### src/rtl/uart_pkg.sv
// Shared definitions for the memory-dump UART transmitter.
// Contents: default baud divider, dump-controller state encoding and
// byte-serializer state encoding.
package uart_pkg;

  // 100 MHz / 115200 baud
  localparam int DEFAULT_CLKS_PER_BIT = 868;

  typedef enum logic [2:0] {
    ST_IDLE,
    ST_FETCH,
    ST_WAIT,
    ST_SEND_HI,
    ST_SEND_LO,
    ST_NEXT,
    ST_FIN
  } dump_state_t;

  typedef enum logic [1:0] {
    TX_IDLE,
    TX_START,
    TX_DATA,
    TX_STOP
  } tx_state_t;

endpackage

### src/rtl/uart_mem_dump_tx_if.sv
// Control and BRAM read-port bundle of the memory-dump transmitter.
// Signals:
//   start, base_addr, word_count : dump request from the control logic
//   busy, done                   : dump status back to the control logic
//   mem_addr, mem_data           : BRAM I/O-port read address / read data
// Modports:
//   master : control logic + BRAM side
//   slave  : the dump engine
interface uart_mem_dump_tx_if;

  logic        start;
  logic [15:0] base_addr;
  logic [15:0] word_count;
  logic        busy;
  logic        done;
  logic [15:0] mem_addr;
  logic [15:0] mem_data;

  modport master (
    output start, base_addr, word_count, mem_data,
    input  busy, done, mem_addr
  );

  modport slave (
    input  start, base_addr, word_count, mem_data,
    output busy, done, mem_addr
  );

endinterface

### src/rtl/uart_tx_byte.sv
// 8N1 UART byte serializer.
// Ports:
//   clk_100, rst_n : clock, asynchronous active-low reset
//   tx_start       : load tx_data and begin a frame (honoured only when idle)
//   tx_data[7:0]   : byte to send, LSB first
//   tx_busy        : high from acceptance until the stop bit's last clock
//   tx             : serial line, idle high
//
// state    | meaning
// TX_IDLE  | line high, waiting for tx_start
// TX_START | start bit (0)
// TX_DATA  | eight data bits, LSB first
// TX_STOP  | stop bit (1)
module uart_tx_byte
  import uart_pkg::*;
#(
  parameter int CLKS_PER_BIT = DEFAULT_CLKS_PER_BIT
) (
  input  logic       clk_100,
  input  logic       rst_n,
  input  logic       tx_start,
  input  logic [7:0] tx_data,
  output logic       tx_busy,
  output logic       tx
);

  localparam int CW = (CLKS_PER_BIT > 1) ? $clog2(CLKS_PER_BIT) : 1;
  localparam logic [CW-1:0] BIT_LAST = CW'(CLKS_PER_BIT - 1);

  tx_state_t     state;
  logic [CW-1:0] bit_timer;
  logic [2:0]    bit_idx;
  logic [7:0]    shift;

  // bit_timer counts down from CLKS_PER_BIT-1; each bit cell ends on terminal count.
  always_ff @(posedge clk_100 or negedge rst_n) begin
    if (!rst_n) begin
      state     <= TX_IDLE;
      bit_timer <= '0;
      bit_idx   <= '0;
      shift     <= '0;
      tx        <= 1'b1;
      tx_busy   <= 1'b0;
    end else begin
      case (state)
        TX_IDLE: begin
          if (tx_start) begin
            shift     <= tx_data;
            tx        <= 1'b0;
            tx_busy   <= 1'b1;
            bit_timer <= BIT_LAST;
            state     <= TX_START;
          end
        end
        TX_START: begin
          if (bit_timer == '0) begin
            tx        <= shift[0];
            shift     <= {1'b0, shift[7:1]};
            bit_idx   <= 3'd0;
            bit_timer <= BIT_LAST;
            state     <= TX_DATA;
          end else begin
            bit_timer <= bit_timer - 1'b1;
          end
        end
        TX_DATA: begin
          if (bit_timer == '0) begin
            bit_timer <= BIT_LAST;
            if (bit_idx == 3'd7) begin
              tx    <= 1'b1;
              state <= TX_STOP;
            end else begin
              tx      <= shift[0];
              shift   <= {1'b0, shift[7:1]};
              bit_idx <= bit_idx + 3'd1;
            end
          end else begin
            bit_timer <= bit_timer - 1'b1;
          end
        end
        TX_STOP: begin
          if (bit_timer == '0) begin
            tx_busy <= 1'b0;
            state   <= TX_IDLE;
          end else begin
            bit_timer <= bit_timer - 1'b1;
          end
        end
        default: state <= TX_IDLE;
      endcase
    end
  end

endmodule

### src/rtl/uart_mem_dump_tx.sv
// Memory-dump UART transmitter: reads word_count 16-bit words from the BRAM
// I/O port starting at base_addr and sends each as two 8N1 frames, high
// byte first.
// Ports:
//   clk_100, rst_n : clock, asynchronous active-low reset
//   bus (slave)    : start/base_addr/word_count in, busy/done out,
//                    mem_addr out, mem_data in (1-cycle read latency)
//   tx             : UART serial out, idle high
//   led_tx         : mirrors busy
//
// state      | meaning
// ST_IDLE    | waiting for start; captures base address and word count
// ST_FETCH   | present the address counter on mem_addr
// ST_WAIT    | absorb BRAM latency, then latch the word and launch the high byte
// ST_SEND_HI | high byte on the line; launches the low byte when it ends
// ST_SEND_LO | low byte on the line
// ST_NEXT    | advance address, decrement remaining count
// ST_FIN     | done pulse, return to idle
module uart_mem_dump_tx
  import uart_pkg::*;
#(
  parameter int CLKS_PER_BIT = DEFAULT_CLKS_PER_BIT
) (
  input  logic              clk_100,
  input  logic              rst_n,
  uart_mem_dump_tx_if.slave bus,
  output logic              tx,
  output logic              led_tx
);

  dump_state_t state;
  logic [15:0] addr_cnt;
  logic [15:0] remain_cnt;
  logic [15:0] word;
  logic        wait_extra;
  logic        tx_start;
  logic [7:0]  tx_data;
  logic        tx_busy;

  // The serializer samples tx_data on the edge after tx_start is raised,
  // by which time the state already names the byte being sent.
  assign tx_data = (state == ST_SEND_LO) ? word[7:0] : word[15:8];
  assign led_tx  = bus.busy;

  always_ff @(posedge clk_100 or negedge rst_n) begin
    if (!rst_n) begin
      state        <= ST_IDLE;
      addr_cnt     <= '0;
      remain_cnt   <= '0;
      word         <= '0;
      wait_extra   <= 1'b0;
      tx_start     <= 1'b0;
      bus.mem_addr <= '0;
      bus.busy     <= 1'b0;
      bus.done     <= 1'b0;
    end else begin
      bus.done <= 1'b0;
      case (state)
        ST_IDLE: begin
          if (bus.start) begin
            addr_cnt   <= bus.base_addr;
            remain_cnt <= bus.word_count;
            bus.busy   <= 1'b1;
            wait_extra <= 1'b1;
            state      <= (bus.word_count == 16'd0) ? ST_FIN : ST_FETCH;
          end
        end
        ST_FETCH: begin
          bus.mem_addr <= addr_cnt;
          state        <= ST_WAIT;
        end
        // First word: mem_addr only changes in FETCH, so WAIT takes two
        // cycles. Later words were pre-addressed in NEXT, so one suffices.
        ST_WAIT: begin
          if (wait_extra) begin
            wait_extra <= 1'b0;
          end else begin
            word     <= bus.mem_data;
            tx_start <= 1'b1;
            state    <= ST_SEND_HI;
          end
        end
        // tx_busy is still low in the cycle tx_start is raised, so the
        // first cycle of each SEND state only drops tx_start.
        ST_SEND_HI: begin
          if (tx_start) begin
            tx_start <= 1'b0;
          end else if (!tx_busy) begin
            tx_start <= 1'b1;
            state    <= ST_SEND_LO;
          end
        end
        ST_SEND_LO: begin
          if (tx_start) begin
            tx_start <= 1'b0;
          end else if (!tx_busy) begin
            state <= ST_NEXT;
          end
        end
        ST_NEXT: begin
          addr_cnt   <= addr_cnt + 16'd1;
          remain_cnt <= remain_cnt - 16'd1;
          if (remain_cnt == 16'd1) begin
            // Raise done here to keep it within two cycles of the last stop bit.
            bus.done <= 1'b1;
            bus.busy <= 1'b0;
            state    <= ST_FIN;
          end else begin
            bus.mem_addr <= addr_cnt + 16'd1;
            state        <= ST_FETCH;
          end
        end
        ST_FIN: begin
          // Zero-count dumps arrive here with done low and pulse it now;
          // normal dumps already raised it in NEXT and this clears it.
          bus.done <= ~bus.done;
          bus.busy <= 1'b0;
          state    <= ST_IDLE;
        end
        default: state <= ST_IDLE;
      endcase
    end
  end

  uart_tx_byte #(
    .CLKS_PER_BIT(CLKS_PER_BIT)
  ) u_tx_byte (
    .clk_100 (clk_100),
    .rst_n   (rst_n),
    .tx_start(tx_start),
    .tx_data (tx_data),
    .tx_busy (tx_busy),
    .tx      (tx)
  );

endmodule
### src/flat_wrapper.sv
// flat-port wrapper written by rule: the top's interface ports become plain ports
module uart_mem_dump_tx_flat import uart_pkg::*;
#(
  parameter int CLKS_PER_BIT = DEFAULT_CLKS_PER_BIT
)
  (clk_100, rst_n, tx, led_tx, bus_start, bus_base_addr, bus_word_count, bus_mem_data, bus_busy, bus_done, bus_mem_addr);
  uart_mem_dump_tx_if bus_i ();
  input  logic clk_100;
  input  logic rst_n;
  output logic tx;
  output logic led_tx;
  input wire logic [$bits(bus_i.start)-1:0] bus_start;
  input wire logic [$bits(bus_i.base_addr)-1:0] bus_base_addr;
  input wire logic [$bits(bus_i.word_count)-1:0] bus_word_count;
  input wire logic [$bits(bus_i.mem_data)-1:0] bus_mem_data;
  output wire logic [$bits(bus_i.busy)-1:0] bus_busy;
  output wire logic [$bits(bus_i.done)-1:0] bus_done;
  output wire logic [$bits(bus_i.mem_addr)-1:0] bus_mem_addr;
  assign bus_i.start = bus_start;
  assign bus_i.base_addr = bus_base_addr;
  assign bus_i.word_count = bus_word_count;
  assign bus_i.mem_data = bus_mem_data;
  assign bus_busy = bus_i.busy;
  assign bus_done = bus_i.done;
  assign bus_mem_addr = bus_i.mem_addr;
  uart_mem_dump_tx #(.CLKS_PER_BIT(CLKS_PER_BIT)) u_core (.clk_100(clk_100), .rst_n(rst_n), .bus(bus_i), .tx(tx), .led_tx(led_tx));
endmodule
### config.mk
export PLATFORM = sky130hd
export DESIGN_NAME = uart_mem_dump_tx_flat
export DESIGN_NICKNAME = d
export VERILOG_FILES = /design/src/rtl/uart_pkg.sv /design/src/rtl/uart_mem_dump_tx_if.sv /design/src/rtl/uart_tx_byte.sv /design/src/rtl/uart_mem_dump_tx.sv /design/src/flat_wrapper.sv
export SDC_FILE = /design/constraint.sdc
export NUM_CORES = 1
export LEC_CHECK = 0
export CAP_MARGIN = 10
export CORE_ASPECT_RATIO = 2
export CORE_MARGIN = 2
export CORE_UTILIZATION = 25
export CTS_BUF_LIST = sky130_fd_sc_hd__clkbuf_8 sky130_fd_sc_hd__clkbuf_16
export DETAILED_ROUTE_END_ITERATION = 16
export PLACE_DENSITY = 0.4
export SLEW_MARGIN = 10
export SYNTH_ARGS = -nofsm -noshare
export SYNTH_HDL_FRONTEND = slang
export SYNTH_HIERARCHICAL = 1
export SYNTH_SLANG_ARGS = --single-unit
export TNS_END_PERCENT = 20
### constraint.sdc
create_clock -name clk_100 -period 2.57 [get_ports clk_100]
set_input_delay 0.514 -clock clk_100 [delete_from_list [all_inputs] [get_ports clk_100]]
set_output_delay 0.514 -clock clk_100 [all_outputs]
set_load 0.1 [all_outputs]
# Word-level counts from Yosys, hierarchy flattened
# Index checks and enable logic that the tools add are counted.
dict set report totals {
  inputBits 51
  regBits 96
}
dict set report op_classes {
  reduce_logical 26
  eq_ne 26
  n_mux 53
  bitwise_logic 2
  add_sub_neg 4
}
# operator count
set op_table {}
lappend op_table {{$pmux W16 S2} 3}
lappend op_table {{$mux W16} 3}
lappend op_table {{$mux W8} 5}
lappend op_table {{$mux W3} 11}
lappend op_table {{$mux W10} 3}
lappend op_table {{$pmux W10 S3} 1}
lappend op_table {{$ne A2 B2 Y1 const B} 13}
lappend op_table {{$pmux W8 S3} 1}
lappend op_table {{$pmux W3 S6} 1}
lappend op_table {{$add A16 B1 Y16 const B} 1}
lappend op_table {{$eq A16 B1 Y1 const B} 1}
lappend op_table {{$logic_not A16 Y1} 1}
lappend op_table {{$sub A16 B1 Y16 const B} 1}
lappend op_table {{$eq A3 B3 Y1 const B} 4}
lappend op_table {{$mux W1} 12}
lappend op_table {{$reduce_and A2 Y1} 6}
lappend op_table {{$logic_not A10 Y1} 1}
lappend op_table {{$mux W2} 5}
lappend op_table {{$reduce_and A5 Y1} 2}
lappend op_table {{$reduce_bool A2 Y1} 5}
lappend op_table {{$sub A10 B1 Y10 const B} 1}
lappend op_table {{$pmux W1 S3} 3}
lappend op_table {{$reduce_bool A3 Y1} 3}
lappend op_table {{$pmux W2 S4} 1}
lappend op_table {{15 further kinds} 23}

# Longest topological paths before layout
dict set report logic_depth {
  depth_word 4
  ltp_mapped 8
  mapped_depth_nobuf 7
}

# Hierarchy
# The synthesis kept the hierarchy.
# module n_inst area_per_inst_um2 seq_area_each_um2 cells_each
set modules_own_cells {}
lappend modules_own_cells {uart_mem_dump_tx 1 3843.7 1776.7 413}
lappend modules_own_cells {uart_tx_byte 1 1496.4 626.9 144}

# Least setup slack after synthesis
# No wires, ideal clock.
dict set report synth_timing {
  path_kind {reg-to-reg}
  from {register u_core.u_tx_byte.state[0]}
  to {register u_core.u_tx_byte.shift[0]}
  n_path_buf 1
  setup_slack_ns 0.448
  path_stages_with_launch 8
  arrival_time_ns 1.998
  synth_period_minus_slack_ns 2.122
  cell_sequence {dfrtp_1 inv_1 ha_1 nor2b_1 clkbuf_1 or2_2 a221oi_4 mux2_2}
}
dict set report synth_via {
  elab_chain_cells 3
}
# element line
set synth_lines {}
lappend synth_lines {{from (decl)} uart_tx_byte.sv:30} ;# tx_state_t state;
lappend synth_lines {{from (signal assigned)} uart_tx_byte.sv:38} ;# state <= TX_IDLE;
lappend synth_lines {{from (signal assigned)} uart_tx_byte.sv:52} ;# state <= TX_START;
lappend synth_lines {{from (signal assigned)} uart_tx_byte.sv:61} ;# state <= TX_DATA;
lappend synth_lines {{$eq A2 B2 Y1 (tied with other cells)} uart_tx_byte.sv:45} ;# case (state)
lappend synth_lines {{$ne A2 B2 Y1 (no line) (tied with other cells)} n/a}
lappend synth_lines {{$reduce_and A5 Y1 (no line)} n/a}
lappend synth_lines {{to (signal assigned)} uart_tx_byte.sv:48} ;# shift <= tx_data;
lappend synth_lines {{to (signal assigned)} uart_tx_byte.sv:58} ;# shift <= {1'b0, shift[7:1]};
lappend synth_lines {{to (signal assigned)} uart_tx_byte.sv:74} ;# shift <= {1'b0, shift[7:1]};
lappend synth_lines {{to (decl)} uart_tx_byte.sv:33} ;# logic [7:0] shift;
# Several ways; a longest one is shown, not always the timed one.
# A chain may end at the register's enable or synchronous reset.

# Worst setup path after layout
dict set report layout_timing {
  from {register u_core.u_tx_byte.bit_timer[0]}
  to {register u_core.u_tx_byte.shift[1]}
}
dict set report layout_via {
  elab_chain_cells 3
}
# element line
set layout_lines {}
lappend layout_lines {{from (decl)} uart_tx_byte.sv:31} ;# logic [CW-1:0] bit_timer;
lappend layout_lines {{from (signal assigned)} uart_tx_byte.sv:63} ;# bit_timer <= bit_timer - 1'b1;
lappend layout_lines {{from (signal assigned)} uart_tx_byte.sv:78} ;# bit_timer <= bit_timer - 1'b1;
lappend layout_lines {{from (signal assigned)} uart_tx_byte.sv:86} ;# bit_timer <= bit_timer - 1'b1;
lappend layout_lines {{$logic_not A10 Y1 (*)} {uart_tx_byte.sv:56, uart_tx_byte.sv:67}}
lappend layout_lines {{$ne A2 B2 Y1 (no line)} n/a}
lappend layout_lines {{$reduce_and A5 Y1 (no line) (*)} n/a}
# Every way passes the cells marked *; elsewhere a longest branch is shown, timed or not.

==> impl_metrics.json <==
{
  "run_status": "complete, no violations",
  "io_pins": 71,
  "drt.antenna.violating_nets": 0,
  "wirelength_mm": 15.3,
  "globalRouteOverflowTotal": 0,
  "postSynthRegisterBits": 96,
  "clk_network_pwr_share_pct": 16.3,
  "min_path_type": "input pin to async pin",
  "sequentialPowerShare_pct": 31.6,
  "top_cell_type_by_total_area_after_synthesis": "sky130_fd_sc_hd__dfrtp_1",
  "crit_path_end_kind": "flop",
  "start_util_pct": 25.4,
  "finish.utilization_pct": 31.9,
  "synth_common_cells": "sky130_fd_sc_hd__dfrtp_1 (95), sky130_fd_sc_hd__nor2_1 (66), sky130_fd_sc_hd__nand2_1 (45)",
  "worst_slew_pin_slew_ns": 0.726,
  "post-synth-top-area-fraction_pct": 44.5,
  "level_count_of_the_clock_h_tree": 3,
  "yosys_warnings": 6,
  "layout_cells_sized_above_1_pct": 18.2,
  "power_report.internal_total_uw": 4990,
  "combinationalPowerShare_pct": 52.1,
  "route.detailed.wl_per_inst_um": 16.9,
  "die_w_um": 107,
  "hold_ws_ns": 0.143,
  "critical_path_class": "flop to flop",
  "fraction_of_registers_with_async_set_or_reset_after_synthesis_pct": 100,
  "arrival_ns": 2.58,
  "drtPass1Iterations": 5,
  "timing.final.hold_violations": 0,
  "cp_data_required_time_ns": 2.80,
  "tritoncts_clock_tree": "done",
  "yosys.cell_types.count": 64,
  "pwr_density_cell_mw_per_mm2": 1370,
  "synth_edf_count": 0,
  "layout.cells.non_filler": 907,
  "area_of_the_mapped_netlist_mm2": 0.00534,
  "dieArea_mm2": 0.0226,
  "gp_congestion": 0.801,
  "grt_antenna_before_repair": 0,
  "max_slew_margin_pct": 51.0,
  "netSwitchingFraction_pct": 45.8,
  "post-dp-hpwl_mm": 11.6,
  "vdd_drop_max_mv": 0.635,
  "die_span_in_y_um": 211,
  "area.growth.synth_to_final_pct": 25.5,
  "postCtsSetupRepairBufs": 0,
  "final-setup-viol-count": 0,
  "fp-row-count": 75,
  "synth.yosys.seq_area_share_pct": 45.0,
  "yosys_most_used_dff": "sky130_fd_sc_hd__dfrtp_1",
  "worstPathMaxFanout": 9,
  "rsz0062_at_grt": "false",
  "via_per_inst": 5.05,
  "grt_start_max_net_pins": 40,
  "maxCapViolCount": 0,
  "global_route.usage.total_pct": 14.1,
  "finalNetCount": 695,
  "final_max_slew_viol_count": 0,
  "most_frequent_cell_after_synthesis": "sky130_fd_sc_hd__dfrtp_1",
  "totalNegativeSetupSlack_ns": 0,
  "finalWorstPathRequiredPeriod_ns": 2.36,
  "detailroute.via_count": 4579,
  "place.port_buffers": 70,
  "antenna_cells_inserted": 0,
  "clock-sinks": 96,
  "number_of_global_route_vias_before_repair": 4907,
  "cts-resized-gates": 0,
  "syn-mean-instance-area_um2": 9.59,
  "cts_buf_count": 9,
  "path_clk_slew_ns": 0.08,
  "hold_buffer_count_at_cts": 0,
  "filler_cell_count": 2210,
  "max_freq_ghz": 0.424,
  "min_period_over_period_pct": 91.8,
  "detail_route.iter0.violations": 172,
  "clock-root-buffer": "sky130_fd_sc_hd__clkbuf_16",
  "static-leakage-power_uw": 0.00267,
  "netlist_top_cells_area": "sky130_fd_sc_hd__dfrtp_1 (45%), sky130_fd_sc_hd__mux2_2 (8.2%), sky130_fd_sc_hd__nor2_1 (4.6%)",
  "net-switching-power_uw": 4210,
  "drcViolationCount": 0,
  "worst_setup_path_start_kind": "flop",
  "cts_buffer_depth": 2,
  "fin_skew_ns": 0.0120,
  "syn_nets": 619,
  "grt_first_pass_wirelength_mm": 25.0,
  "place_inst": 891,
  "cell_count_after_synthesis": 557,
  "floorplan.core_area_mm2": 0.0210,
  "clock_latency_reported_for_the_late_side_of_the_worst_skew_pair_ns": 0.34
}
routing by layer:
metal,part of all wire (%),vias to the layer above,GRT usage [%]
met5,0,-,0
met4,3.6,0,6.94
met3,2.8,32,2.01
met2,57,93,27.8
met1,36,2249,13.9
li1,-,2205,-
worst max-delay path, cell delays in order (launching register included):
cell,delay (ns)
sky130_fd_sc_hd__dfrtp_1,0.43
sky130_fd_sc_hd__inv_1,0.10
sky130_fd_sc_hd__ha_1,0.13
sky130_fd_sc_hd__nor2b_1,0.41
sky130_fd_sc_hd__nand3_2,0.23
sky130_fd_sc_hd__a221oi_4,0.55
sky130_fd_sc_hd__mux2_2,0.39
through the flow:
step	instance area (um^2)	total power [uW]	setup WS, ns
2_1_floorplan	5340	6450	0.448
3_3_place_gp	6370	7710	0.224
3_5_place_dp	6370	7790	0.182
4_1_cts	6700	9330	0.188
5_1_grt	6700	9900	0.0330
6_report	6700	9200	0.212
sequential cells by signal, summed over array words and instances, names as in the netlist:
| signal | cells |
|---|---|
| u_core/addr_cnt | 16 |
| u_core/bus.mem_addr | 16 |
| u_core/remain_cnt | 16 |
| u_core/word | 16 |
| u_core/u_tx_byte/bit_timer | 10 |
| u_core/u_tx_byte/shift | 8 |
| u_core/state | 3 |
| u_core/u_tx_byte/bit_idx | 3 |
| u_core/u_tx_byte/state | 2 |
| u_core/bus.busy | 1 |
| u_core/bus.done | 1 |
| u_core/tx_start | 1 |
| u_core/u_tx_byte/tx | 1 |
| u_core/u_tx_byte/tx_busy | 1 |
| u_core/wait_extra | 1 |
power groups by stage:
| stage | clock network [uW] | logic (uW) | registers (uW) |
|---|---|---|---|
| 2_1_floorplan | 0 | 2800 | 3650 |
| 3_3_place_gp | 0 | 4800 | 2910 |
| 3_5_place_dp | 0 | 4850 | 2940 |
| 4_1_cts | 1560 | 4870 | 2910 |
| 5_1_grt | 1630 | 5240 | 3030 |
| 6_report | 1500 | 4790 | 2910 |
cells in the final DEF, fill, tap and decap left out, types with 9 or more instances in the layout:
| cell | synthesis | layout |
|---|---|---|
| sky130_fd_sc_hd__dfrtp_1 | 95 | 95 |
| sky130_fd_sc_hd__nor2_1 | 66 | 66 |
| sky130_fd_sc_hd__clkdlybuf4s50_1 | 0 | 49 |
| sky130_fd_sc_hd__nand2_1 | 45 | 45 |
| sky130_fd_sc_hd__buf_4 | 2 | 42 |
| sky130_fd_sc_hd__mux2_2 | 39 | 39 |
| sky130_fd_sc_hd__a21oi_1 | 36 | 36 |
| sky130_fd_sc_hd__nor3_1 | 23 | 23 |
| sky130_fd_sc_hd__o21ai_0 | 22 | 22 |
| sky130_fd_sc_hd__nand3_1 | 19 | 19 |
| sky130_fd_sc_hd__inv_1 | 17 | 18 |
| sky130_fd_sc_hd__a211oi_1 | 18 | 18 |
| sky130_fd_sc_hd__and3_1 | 11 | 11 |
| sky130_fd_sc_hd__ha_1 | 11 | 11 |
| sky130_fd_sc_hd__clkbuf_16 | 0 | 9 |
| sky130_fd_sc_hd__o211ai_1 | 9 | 9 |
final timing paths:
path / from / slack [ns] / to / depth (start not counted)
min in group clk_100: u_core/u_tx_byte/tx$_DFFE_PN1P_ / 0.50 / u_core/u_tx_byte/tx$_DFFE_PN1P_ / 2
max in group asynchronous: rst_n / 1.68 / u_core/bus.mem_addr[11]$_DFFE_PN0P_ / 2
min: rst_n / 0.14 / u_core/remain_cnt[2]$_DFFE_PN0P_ / 1
max: u_core/u_tx_byte/bit_timer[0]$_DFFE_PN0P_ / 0.21 / u_core/u_tx_byte/shift[1]$_DFFE_PN0P_ / 6
min reg2reg: u_core/u_tx_byte/tx$_DFFE_PN1P_ / 0.50 / u_core/u_tx_byte/tx$_DFFE_PN1P_ / 2
max reg2reg: u_core/u_tx_byte/bit_timer[0]$_DFFE_PN0P_ / 0.21 / u_core/u_tx_byte/shift[1]$_DFFE_PN0P_ / 6
layout make-up:
cell class / count / area (um^2) / share of cell area (%)
Clock buffer: 10 / 239 / 3.56
Clock inverter: 6 / 91.3 / 1.36
Inverter: 17 / 63.8 / 0.952
Multi-Input combinational cell: 417 / 2740 / 40.9
Sequential cell: 96 / 2400 / 35.9
Tap cell: 269 / 337 / 5.02
Timing Repair Buffer: 92 / 826 / 12.3
cell families after synthesis:
kind of cell             count (synthesis)  synth area share (%)
AND/OR/NAND/NOR                        220                  21.4
adder cells (fa/ha/maj)                 11                  2.58
AO/OA/AOI/OAI                          132                  16.7
XOR/XNOR                                12                  1.97
flip-flops                              96                  45.0
multiplexers                            42                  8.79
buffers and inverters                   44                  3.61
Note: power is estimated with default switching activity, not from simulation.
